`src/rtl/decode_pkg.sv`:
```
// Shared types and constants for the decode stage.
// The control bundle travels from the control unit through the decode
// register into execute; immsrc selects the immediate format.
package decode_pkg;

  // Immediate format selectors carried in ctrl_t.immsrc.
  localparam logic [1:0] IMM_I = 2'b00;
  localparam logic [1:0] IMM_S = 2'b01;
  localparam logic [1:0] IMM_B = 2'b10;
  localparam logic [1:0] IMM_J = 2'b11;

  typedef struct packed {
    logic       regwrite;
    logic [1:0] resultsrc;
    logic       memwrite;
    logic       branch;
    logic       jump;
    logic [2:0] alucontrol;
    logic       alusrc;
    logic [1:0] immsrc;
  } ctrl_t;

endpackage

```
`src/rtl/imm_gen.sv`:
```
// Combinational immediate generator: assembles the I/S/B/J immediate from
// the instruction word and sign-extends it from bit 31 to XLEN.
import decode_pkg::*;

module imm_gen #(
  parameter int XLEN = 32
) (
  input  logic [31:0]     instr,
  input  logic [1:0]      immsrc,
  output logic [XLEN-1:0] imm
);

  logic [31:0] w_imm32;
  // The opcode field never contributes to an immediate.
  logic        w_unused_opcode;

  assign w_unused_opcode = ^instr[6:0];

  // Select the 32-bit immediate for the requested format.
  always_comb begin
    w_imm32 = '0;
    unique case (immsrc)
      IMM_I: w_imm32 = {{20{instr[31]}}, instr[31:20]};
      IMM_S: w_imm32 = {{20{instr[31]}}, instr[31:25], instr[11:7]};
      IMM_B: w_imm32 = {{19{instr[31]}}, instr[31], instr[7],
                        instr[30:25], instr[11:8], 1'b0};
      IMM_J: w_imm32 = {{11{instr[31]}}, instr[31], instr[19:12],
                        instr[20], instr[30:21], 1'b0};
      default: w_imm32 = '0;
    endcase
  end

  // Widen to XLEN only when the datapath is wider than 32 bits.
  generate
    if (XLEN > 32) begin : g_sext
      assign imm = {{(XLEN-32){w_imm32[31]}}, w_imm32};
    end else begin : g_direct
      assign imm = w_imm32[XLEN-1:0];
    end
  endgenerate

endmodule

```
`src/rtl/decode_stage_hs.sv`:
```
// Decode pipeline stage with valid/ready handshake.
// Holds an internal register file, captures operands, register addresses,
// immediate, PCs and control into an output register, and counts stall
// cycles with a saturating counter.
// Optional build macro: DECODE_WB_BYPASS_EN -- forwards writeback data into
// the operand registers at load time and refreshes held operands while
// the stage is stalled.
import decode_pkg::*;

module decode_stage_hs #(
  parameter int XLEN  = 32,
  parameter int NREGS = 32,
  parameter int CNT_W = 16
) (
  input  logic                     clk,
  input  logic                     rst,
  input  logic                     flush,
  input  logic                     in_valid,
  output logic                     in_ready,
  input  logic [31:0]              instr,
  input  logic [XLEN-1:0]          pc,
  input  logic [XLEN-1:0]          pc_plus4,
  input  ctrl_t                    ctrl_in,
  input  logic                     wb_we,
  input  logic [$clog2(NREGS)-1:0] wb_rd,
  input  logic [XLEN-1:0]          wb_data,
  output logic                     out_valid,
  input  logic                     out_ready,
  output ctrl_t                    ctrl_out,
  output logic [XLEN-1:0]          rd1,
  output logic [XLEN-1:0]          rd2,
  output logic [$clog2(NREGS)-1:0] rs1,
  output logic [$clog2(NREGS)-1:0] rs2,
  output logic [$clog2(NREGS)-1:0] rd,
  output logic [XLEN-1:0]          imm,
  output logic [XLEN-1:0]          pc_out,
  output logic [XLEN-1:0]          pc_plus4_out,
  output logic [CNT_W-1:0]         stall_cnt
);

  localparam int RA = $clog2(NREGS);

  // Register file; entry 0 is never written and is also masked on read.
  logic [XLEN-1:0] r_regs [NREGS];

  // Output (execute-side) registers.
  logic             r_out_valid;
  ctrl_t            r_ctrl;
  logic [XLEN-1:0]  r_rd1;
  logic [XLEN-1:0]  r_rd2;
  logic [RA-1:0]    r_rs1;
  logic [RA-1:0]    r_rs2;
  logic [RA-1:0]    r_rd;
  logic [XLEN-1:0]  r_imm;
  logic [XLEN-1:0]  r_pc;
  logic [XLEN-1:0]  r_pc_plus4;
  logic [CNT_W-1:0] r_stall_cnt;

  // Combinational decode of the incoming instruction.
  logic [RA-1:0]    w_rs1;
  logic [RA-1:0]    w_rs2;
  logic [RA-1:0]    w_rd;
  logic [XLEN-1:0]  w_rf1;
  logic [XLEN-1:0]  w_rf2;
  logic [XLEN-1:0]  w_op1;
  logic [XLEN-1:0]  w_op2;
  logic [XLEN-1:0]  w_imm;
  logic             w_in_ready;
  logic             w_load;
  logic             w_stall;
  logic             w_wb_act;

  // Address fields are truncated to the register-address width.
  assign w_rs1 = instr[15 +: RA];
  assign w_rs2 = instr[20 +: RA];
  assign w_rd  = instr[7 +: RA];

  // Handshake: accept whenever the output slot is empty or draining.
  assign w_in_ready = !r_out_valid || out_ready;
  assign w_load     = in_valid && w_in_ready && !flush;
  assign w_stall    = r_out_valid && !out_ready;
  assign w_wb_act   = wb_we && (wb_rd != '0);

  // Read ports return the value stored before this edge's writeback.
  assign w_rf1 = (w_rs1 == '0) ? '0 : r_regs[w_rs1];
  assign w_rf2 = (w_rs2 == '0) ? '0 : r_regs[w_rs2];

`ifdef DECODE_WB_BYPASS_EN
  // Same-cycle writeback to a source register wins over the stale copy.
  assign w_op1 = (w_wb_act && (wb_rd == w_rs1)) ? wb_data : w_rf1;
  assign w_op2 = (w_wb_act && (wb_rd == w_rs2)) ? wb_data : w_rf2;
`else
  // Operands are the pre-write values; hazards are handled upstream.
  assign w_op1 = w_rf1;
  assign w_op2 = w_rf2;
`endif

  imm_gen #(
    .XLEN(XLEN)
  ) u_imm_gen (
    .instr (instr),
    .immsrc(ctrl_in.immsrc),
    .imm   (w_imm)
  );

  // Register file write; reset clears every entry and blocks the write.
  always_ff @(posedge clk) begin
    if (rst) begin
      for (int i = 0; i < NREGS; i++) begin
        r_regs[i] <= '0;
      end
    end else if (w_wb_act) begin
      r_regs[wb_rd] <= wb_data;
    end
  end

  // Output-valid flag: flush beats load, load beats drain.
  always_ff @(posedge clk) begin
    if (rst) begin
      r_out_valid <= 1'b0;
    end else if (flush) begin
      r_out_valid <= 1'b0;
    end else if (w_load) begin
      r_out_valid <= 1'b1;
    end else if (out_ready) begin
      r_out_valid <= 1'b0;
    end
  end

  // Non-operand payload captures on load and otherwise holds.
  always_ff @(posedge clk) begin
    if (rst) begin
      r_ctrl     <= '0;
      r_rs1      <= '0;
      r_rs2      <= '0;
      r_rd       <= '0;
      r_imm      <= '0;
      r_pc       <= '0;
      r_pc_plus4 <= '0;
    end else if (w_load) begin
      r_ctrl     <= ctrl_in;
      r_rs1      <= w_rs1;
      r_rs2      <= w_rs2;
      r_rd       <= w_rd;
      r_imm      <= w_imm;
      r_pc       <= pc;
      r_pc_plus4 <= pc_plus4;
    end
  end

  // Operand registers capture on load; with bypass they also track
  // writebacks to the held source registers while stalled.
  always_ff @(posedge clk) begin
    if (rst) begin
      r_rd1 <= '0;
      r_rd2 <= '0;
    end else if (w_load) begin
      r_rd1 <= w_op1;
      r_rd2 <= w_op2;
    end else if (w_stall) begin
`ifdef DECODE_WB_BYPASS_EN
      if (w_wb_act && (wb_rd == r_rs1)) begin
        r_rd1 <= wb_data;
      end
      if (w_wb_act && (wb_rd == r_rs2)) begin
        r_rd2 <= wb_data;
      end
`else
      r_rd1 <= r_rd1;
      r_rd2 <= r_rd2;
`endif
    end
  end

  // Saturating count of cycles where execute refused a valid payload.
  always_ff @(posedge clk) begin
    if (rst) begin
      r_stall_cnt <= '0;
    end else if (w_stall && (r_stall_cnt != {CNT_W{1'b1}})) begin
      r_stall_cnt <= r_stall_cnt + 1'b1;
    end
  end

  assign in_ready     = w_in_ready;
  assign out_valid    = r_out_valid;
  assign ctrl_out     = r_ctrl;
  assign rd1          = r_rd1;
  assign rd2          = r_rd2;
  assign rs1          = r_rs1;
  assign rs2          = r_rs2;
  assign rd           = r_rd;
  assign imm          = r_imm;
  assign pc_out       = r_pc;
  assign pc_plus4_out = r_pc_plus4;
  assign stall_cnt    = r_stall_cnt;

endmodule

```
`config.mk`:
```
export PLATFORM = sky130hd
export DESIGN_NAME = decode_stage_hs
export DESIGN_NICKNAME = d
export VERILOG_FILES = /design/src/rtl/decode_pkg.sv /design/src/rtl/imm_gen.sv /design/src/rtl/decode_stage_hs.sv
export SDC_FILE = /design/constraint.sdc
export NUM_CORES = 2
export LEC_CHECK = 0
export BUFFER_PORTS_ARGS = -buffer_cell sky130_fd_sc_hd__buf_2
export CORE_AREA = 2 2 321 323
export CTS_CLUSTER_DIAMETER = 200
export CTS_CLUSTER_SIZE = 10
export DETAILED_ROUTE_END_ITERATION = 7
export DIE_AREA = 0 0 323 325
export PLACE_DENSITY = 0.87
export SETUP_SLACK_MARGIN = 0.2
export SLEW_MARGIN = 10
export SYNTH_ARGS = -nofsm -noshare
export SYNTH_HDL_FRONTEND = slang
export SYNTH_SLANG_ARGS = --single-unit
```
`constraint.sdc`:
```
create_clock -name clk -period 4.5 [get_ports clk]
set_input_delay 0.45 -clock clk [delete_from_list [all_inputs] [get_ports clk]]
set_output_delay 0.45 -clock clk [all_outputs]
set_load 0.05 [all_outputs]
```
Word-level counts from Yosys, hierarchy flattened
Memory sizes are Yosys's and may differ from the RTL's.
Cells that the tools add are included.
- bits in writable memories: 1024
- word-level logic and storage cells: 53
- input port bits: 151
- output and inout bits: 205
- register bits: 204
- memories: 1
- reduce and logical (&&, ||, !) cells: 16
- equality and inequality tests: 4
- add/sub/neg operators: 1
- mux-type cells: 13
- memories (memory ; words ; bits a word ; read ports ; clocked after Yosys merged registers in ; wr ports ; RTL line ; text):
    r_regs ; 32 ; 32 ; 2 ; 0 ; 32 ; decode_stage_hs.sv:44 ; logic [XLEN-1:0] r_regs [NREGS];
- operators with widths (kind ; number):
    $pmux W32 S4 ; 1
    $mux W32 ; 3
    $reduce_or A32 Y1 ; 1
    $add A16 B1 Y16 const B ; 1
    $ne A16 B16 Y1 const B ; 1
    $logic_not A5 Y1 ; 2
    $mux W1 ; 8
    $logic_and A1 B1 Y1 ; 5
    $mux W5 ; 1
    $reduce_bool A5 Y1 ; 1
    $eq A2 B2 Y1 const B ; 2
    $logic_not A1 Y1 ; 3
    $eq A2 B1 Y1 const B ; 1
    $logic_not A2 Y1 ; 1
    $reduce_bool A2 Y1 ; 1
    $reduce_or A2 Y1 ; 1
    $logic_or A1 B1 Y1 ; 1

Depth between registers and ports, before layout
- word-level depth: 7
- mapped depth: 8
- gate-level depth less buffers: 5

Cells and area by module
From an unflattened synthesis, not the netlist that was laid out.
- cells, all modules: 4628
- area total of the unflattened synthesis: 61691.7 sq um
- by module, submodules not included (module ; area each (sq um) ; sequential area each (sq um) ; cells an instance ; times used):
    decode_stage_hs ; 61368.9 ; 34833.4 ; 4589 ; 1
    imm_gen ; 322.8 ; 0.0 ; 39 ; 1

Least setup slack after synthesis
No wires, ideal clock.
- path kind: in2reg
- from: input port rst
- to: memory r_regs[11][0], enable pin
- buffers on the path: 4
- data required time: 4.125 ns
- setup time: 0.375 ns
- arrival: 1.866 ns
- stages: 5
- slack: 2.259 ns
- path through: clkbuf_1 buf_2 buf_2 buf_1 or2_2
- RTL lines (element ; RTL line ; text):
    start, declared ; decode_stage_hs.sv:16 ; input logic rst,
    end, declared ; decode_stage_hs.sv:44 ;

Worst setup path in the final report
- from: input port flush
- to: register r_rd1[10] (netlist: rd1[10])
- cells in the longest elaborated chain, start to end: 2
- ends and longest elaborated chain (element ; RTL line ; text):
    start, declared ; decode_stage_hs.sv:17 ; input logic flush,
    $logic_not A1 Y1 ; decode_stage_hs.sv:80 ; assign w_load = in_valid && w_in_ready && !flush;
    $logic_and A1 B1 Y1 ; decode_stage_hs.sv:80 ;
    end signal, assigned ; decode_stage_hs.sv:158 ; r_rd1 <= w_op1;
    end signal, assigned ; decode_stage_hs.sv:169 ; r_rd1 <= r_rd1;
    end, declared ; decode_stage_hs.sv:49 ; logic [XLEN-1:0] r_rd1;
No other way between the ends.
A chain may end at the register's enable or synchronous reset.

==> results_tabular.tex <==
\begin{tabular}{lr}
\hline
Metric & Value \\
\hline
\multicolumn{2}{l}{\textbf{Setup path}} \\
\quad Critical path class & input pin to flop \\
\quad FF-to-FF End & rd1[10] \\
\quad Worst Path Arrival & 3930 ps \\
\quad Count of cells along the worst register-to-register path & 5 \\
\quad Crit path max fanout & 13 \\
\quad Critical path cell sequence & dlygate4sd3\_1 -> buf\_2 -> nor2b\_1 -> buf\_4 -> nand4b\_1 -> a221o\_1 -> o2111ai\_1 \\
\quad WP data required & 5150 ps \\
\quad Launch point of the worst reg-to-reg path & out\_valid \\
\quad Worst stage delay on the critical path & 1030 ps \\
\quad Category of the worst setup path launch point & input pin \\
\quad Slowest cell on crit path & sky130\_fd\_sc\_hd\_\_nand4b\_1 \\
\quad R2r setup slk & 1420 ps \\
\quad Worst Setup End Kind & flop \\
\multicolumn{2}{l}{\textbf{Route}} \\
\quad Routed WL per cell & 32.1 µm \\
\quad Routed via count divided by cell count & 7.01 \\
\quad Vias & 42711 \\
\quad First drt pass iteration count & 6 \\
\quad Routed met1 length & 61300 µm \\
\quad Initial DRC count & 7109 \\
\quad Uppermost signal routing layer after detailed routing & met5 \\
\quad Antenna Violating Nets Remaining & 0 \\
\quad Routed length on met2 & 88100 µm \\
\quad Routed wire length on met3 & 30000 µm \\
\quad DRC & 0 \\
\quad Total wire length & 195000 µm \\
\multicolumn{2}{l}{\textbf{Die}} \\
\quad Die outline height & 325 µm \\
\quad Initial standard-cell utilization of the core & 0.606 \\
\quad Count of pins on the block boundary & 356 \\
\quad Standard-cell row count & 117 \\
\quad Die area & 0.105 mm² \\
\quad Placeable core region & 0.101 mm² \\
\quad Horizontal die dimension & 323 µm \\
\multicolumn{2}{l}{\textbf{Placed design}} \\
\quad Setup slack after placement & 1370 ps \\
\quad Placed cell area & 0.0644 mm² \\
\quad Weighted congestion at the end of routability-driven global placement & 0.911 \\
\quad Instance count after placement with tap cells included & 5768 \\
\quad Count of buffers from port buffering & 348 \\
\quad Final HPWL from detailed placement & 115000 µm \\
\multicolumn{2}{l}{\textbf{Hold path}} \\
\quad Hold path cells & 2 \\
\quad Class of the most critical hold timing path & input pin to flop \\
\quad Worst Min Path Start & rst \\
\quad Hold Path End & pc\_plus4\_out[23] \\
\multicolumn{2}{l}{\textbf{Timing}} \\
\quad Worst-case hold slack & 61.9 ps \\
\quad Final worst clock skew & 23.9 ps \\
\quad Post-Route Setup TNS & 0 ps \\
\quad Number of max-slew violations in the final report & 0 \\
\quad Final hold viol count & 0 \\
\quad Post-layout min period & 3270 ps \\
\quad Tightest Pin Transition & 1330 ps \\
\quad Remaining max-slew budget at the tightest pin & 0.107 \\
\quad Fraction of the cycle the final worst path needs & 0.728 \\
\quad Final setup violation count & 0 \\
\quad RSZ-0062 raised after global routing & no \\
\quad Peak clock frequency supported by timing & 305 MHz \\
\quad Final WS setup & 1230 ps \\
\multicolumn{2}{l}{\textbf{Logic synthesis}} \\
\quad Count of flip-flops with a built-in enable after synthesis & 1024 \\
\quad Average footprint of a synthesized cell & 14.2 µm² \\
\quad Prevailing post-synth register cell & sky130\_fd\_sc\_hd\_\_edfxtp\_1 \\
\quad Largest area contributor in the netlist & sky130\_fd\_sc\_hd\_\_edfxtp\_1 \\
\quad Synth Cell Area & 0.0614 mm² \\
\quad Number of synthesized register bits & 1217 \\
\quad Portion of the post-synthesis area used by sequential elements & 0.564 \\
\quad List of most frequent post-synthesis cells & 1024 x sky130\_fd\_sc\_hd\_\_edfxtp\_1, 993 x sky130\_fd\_sc\_hd\_\_and2\_1, 448 x sky130\_fd\_sc\_hd\_\_mux4\_2 \\
\quad Yosys warning total & 0 \\
\quad Count of different cell masters after synthesis & 51 \\
\quad Top area cells in the synthesized netlist & sky130\_fd\_sc\_hd\_\_edfxtp\_1 50\%, sky130\_fd\_sc\_hd\_\_mux4\_2 16\%, sky130\_fd\_sc\_hd\_\_and2\_1 10\% \\
\quad Top cell type's share of synthesized area & 0.501 \\
\quad Leading cell type by number of instances after synthesis & sky130\_fd\_sc\_hd\_\_edfxtp\_1 \\
\quad Asr flop ratio synth & 0 \\
\quad Number of instances in the synthesized netlist & 4335 \\
\multicolumn{2}{l}{\textbf{Pwr}} \\
\quad Total power of the final layout & 26.6 mW \\
\quad Pwr per Cell Area & 385 mW/mm² \\
\quad Worst vdd rail ir drop & 0.341 mV \\
\quad Static Leak & 24.9 nW \\
\multicolumn{2}{l}{\textbf{Global routing}} \\
\quad Largest net degree at the start of global routing & 92 \\
\quad Gr usage total & 0.370 \\
\quad Global-route wire length before repair & 280000 µm \\
\quad Via count of the first global-routing pass & 42893 \\
\quad Overflow left after global routing & 0 \\
\quad Antenna violations before repair & 26 \\
\multicolumn{2}{l}{\textbf{Final layout}} \\
\quad Post-layout instance count excluding filler cells & 6089 \\
\quad Layout overhead on the synthesized area & 12.8\% \\
\quad Total number of nets in the final design & 4779 \\
\quad Post-layout instance area & 0.0693 mm² \\
\quad Final Util & 0.684 \\
\quad Fraction of layout cells with a size suffix above 1 & 0.288 \\
\multicolumn{2}{l}{\textbf{Outcome}} \\
\quad Status & finished clean \\
\multicolumn{2}{l}{\textbf{Clocking}} \\
\quad Source-to-sink clock delay at the later pin of the worst-skew pair & 750 ps \\
\quad Clock edge transition at the registers on the reported setup and hold paths & 50 ps \\
\quad Clk Tree Root Cell & sky130\_fd\_sc\_hd\_\_clkbuf\_16 \\
\quad Buffers inserted by post-CTS timing repair & 0 \\
\quad Total clock sinks & 1217 \\
\quad TritonCTS clock tree & done \\
\quad Clock buffer depth & 3 \\
\quad Number of buffers created by CTS & 139 \\
\quad CTS HTree Levels & 4 \\
\multicolumn{2}{l}{\textbf{Flow run}} \\
\quad Maximum capacitance violations & 0 \\
\hline
\end{tabular}
-- cell type report --
class	instances	area, µm²
sequential	1217	34600
fill	6282	32000
multi-input combinational	2694	25100
timing repair buffer	569	3880
clock buffer	214	3840
tap	1368	1710
clock inverter	9	90.1
antenna	12	30.0
inverter	6	22.5
-- flip-flops by register name (all words and copies together) (netlist names) --
name,flops
out_valid,1
stall_cnt,16
rd,5
rs2,5
pc_out,32
r_regs,1024
rd1,32
ctrl_out,12
rd2,32
pc_plus4_out,32
rs1,5
imm,21
-- critical path, delay by kind of cell --
family | cells | cell delay, ps
simple gates | 2 | 1610
buf+inv | 3 | 970
compound gates | 2 | 870
-- metal layers --
metal  global-route usage  up-vias
met5                    0        -
met4                0.263       38
met3                0.133      898
met2                0.556     4017
met1                0.446    20916
li1                     -    16842
-- cells in the final DEF (no fill, tap or decap), types with 11 or more instances in the layout --
master,netlist,final
sky130_fd_sc_hd__nor3_1,11,11
sky130_fd_sc_hd__nor2b_1,13,11
sky130_fd_sc_hd__buf_4,37,119
sky130_fd_sc_hd__o2111ai_1,66,64
sky130_fd_sc_hd__a22o_1,38,38
sky130_fd_sc_hd__clkbuf_1,307,71
sky130_fd_sc_hd__and2_1,993,992
sky130_fd_sc_hd__nor2_2,0,31
sky130_fd_sc_hd__nand2_1,333,332
sky130_fd_sc_hd__mux4_2,448,448
sky130_fd_sc_hd__a221o_1,26,26
sky130_fd_sc_hd__or2_2,31,31
sky130_fd_sc_hd__dfxtp_1,193,193
sky130_fd_sc_hd__edfxtp_1,1024,1024
sky130_fd_sc_hd__mux2i_1,136,136
sky130_fd_sc_hd__dlygate4sd3_1,0,86
sky130_fd_sc_hd__buf_2,80,341
sky130_fd_sc_hd__diode_2,0,12
sky130_fd_sc_hd__conb_1,1,32
sky130_fd_sc_hd__o221ai_1,38,38
sky130_fd_sc_hd__o21ai_0,40,40
sky130_fd_sc_hd__mux2_2,201,201
sky130_fd_sc_hd__buf_12,0,16
sky130_fd_sc_hd__nor2_1,62,31
sky130_fd_sc_hd__clkbuf_16,0,143
sky130_fd_sc_hd__a21oi_1,135,135
sky130_fd_sc_hd__a22oi_1,26,26
-- worst max path at each step --
stage	slack (ps)	to	start	cells past startpoint
2_1_floorplan	2260	r_regs[11][0]	rst	5
6_report	1230	rd1[10]	flush	7
3_3_place_gp	1400	r_regs[13][8]	rst	5
3_5_place_dp	1370	r_regs[13][4]	rst	5
5_1_grt	1320	rd1[10]	flush	7
4_1_cts	1660	rd2[13]	out_valid	6
-- logic make-up after synthesis --
logic type	Yosys count	synth area share
mux	785	0.223
flops	1217	0.564
simple gates	1484	0.136
compound gates	391	0.0445
xor+xnor	1	0.000143
buf+inv	455	0.0323
other cells	1	0.0000611
fa+ha+maj	1	0.000204
-- power breakdown --
group	switching, mW	internal (mW)
Sequential	0.393	12.8
Combinational	1.89	1.28
Clock	4.41	5.83
-- what timing repair did --
| item | in CTS | in global routing |
|---|---|---|
| endpoints found under the setup margin | 0 | 0 |
| endpoints found under the hold margin | 85 | 0 |
| hold buffers | 86 | 0 |
| gates resized for setup | 0 | 0 |
(Power assumes the default switching activity.)
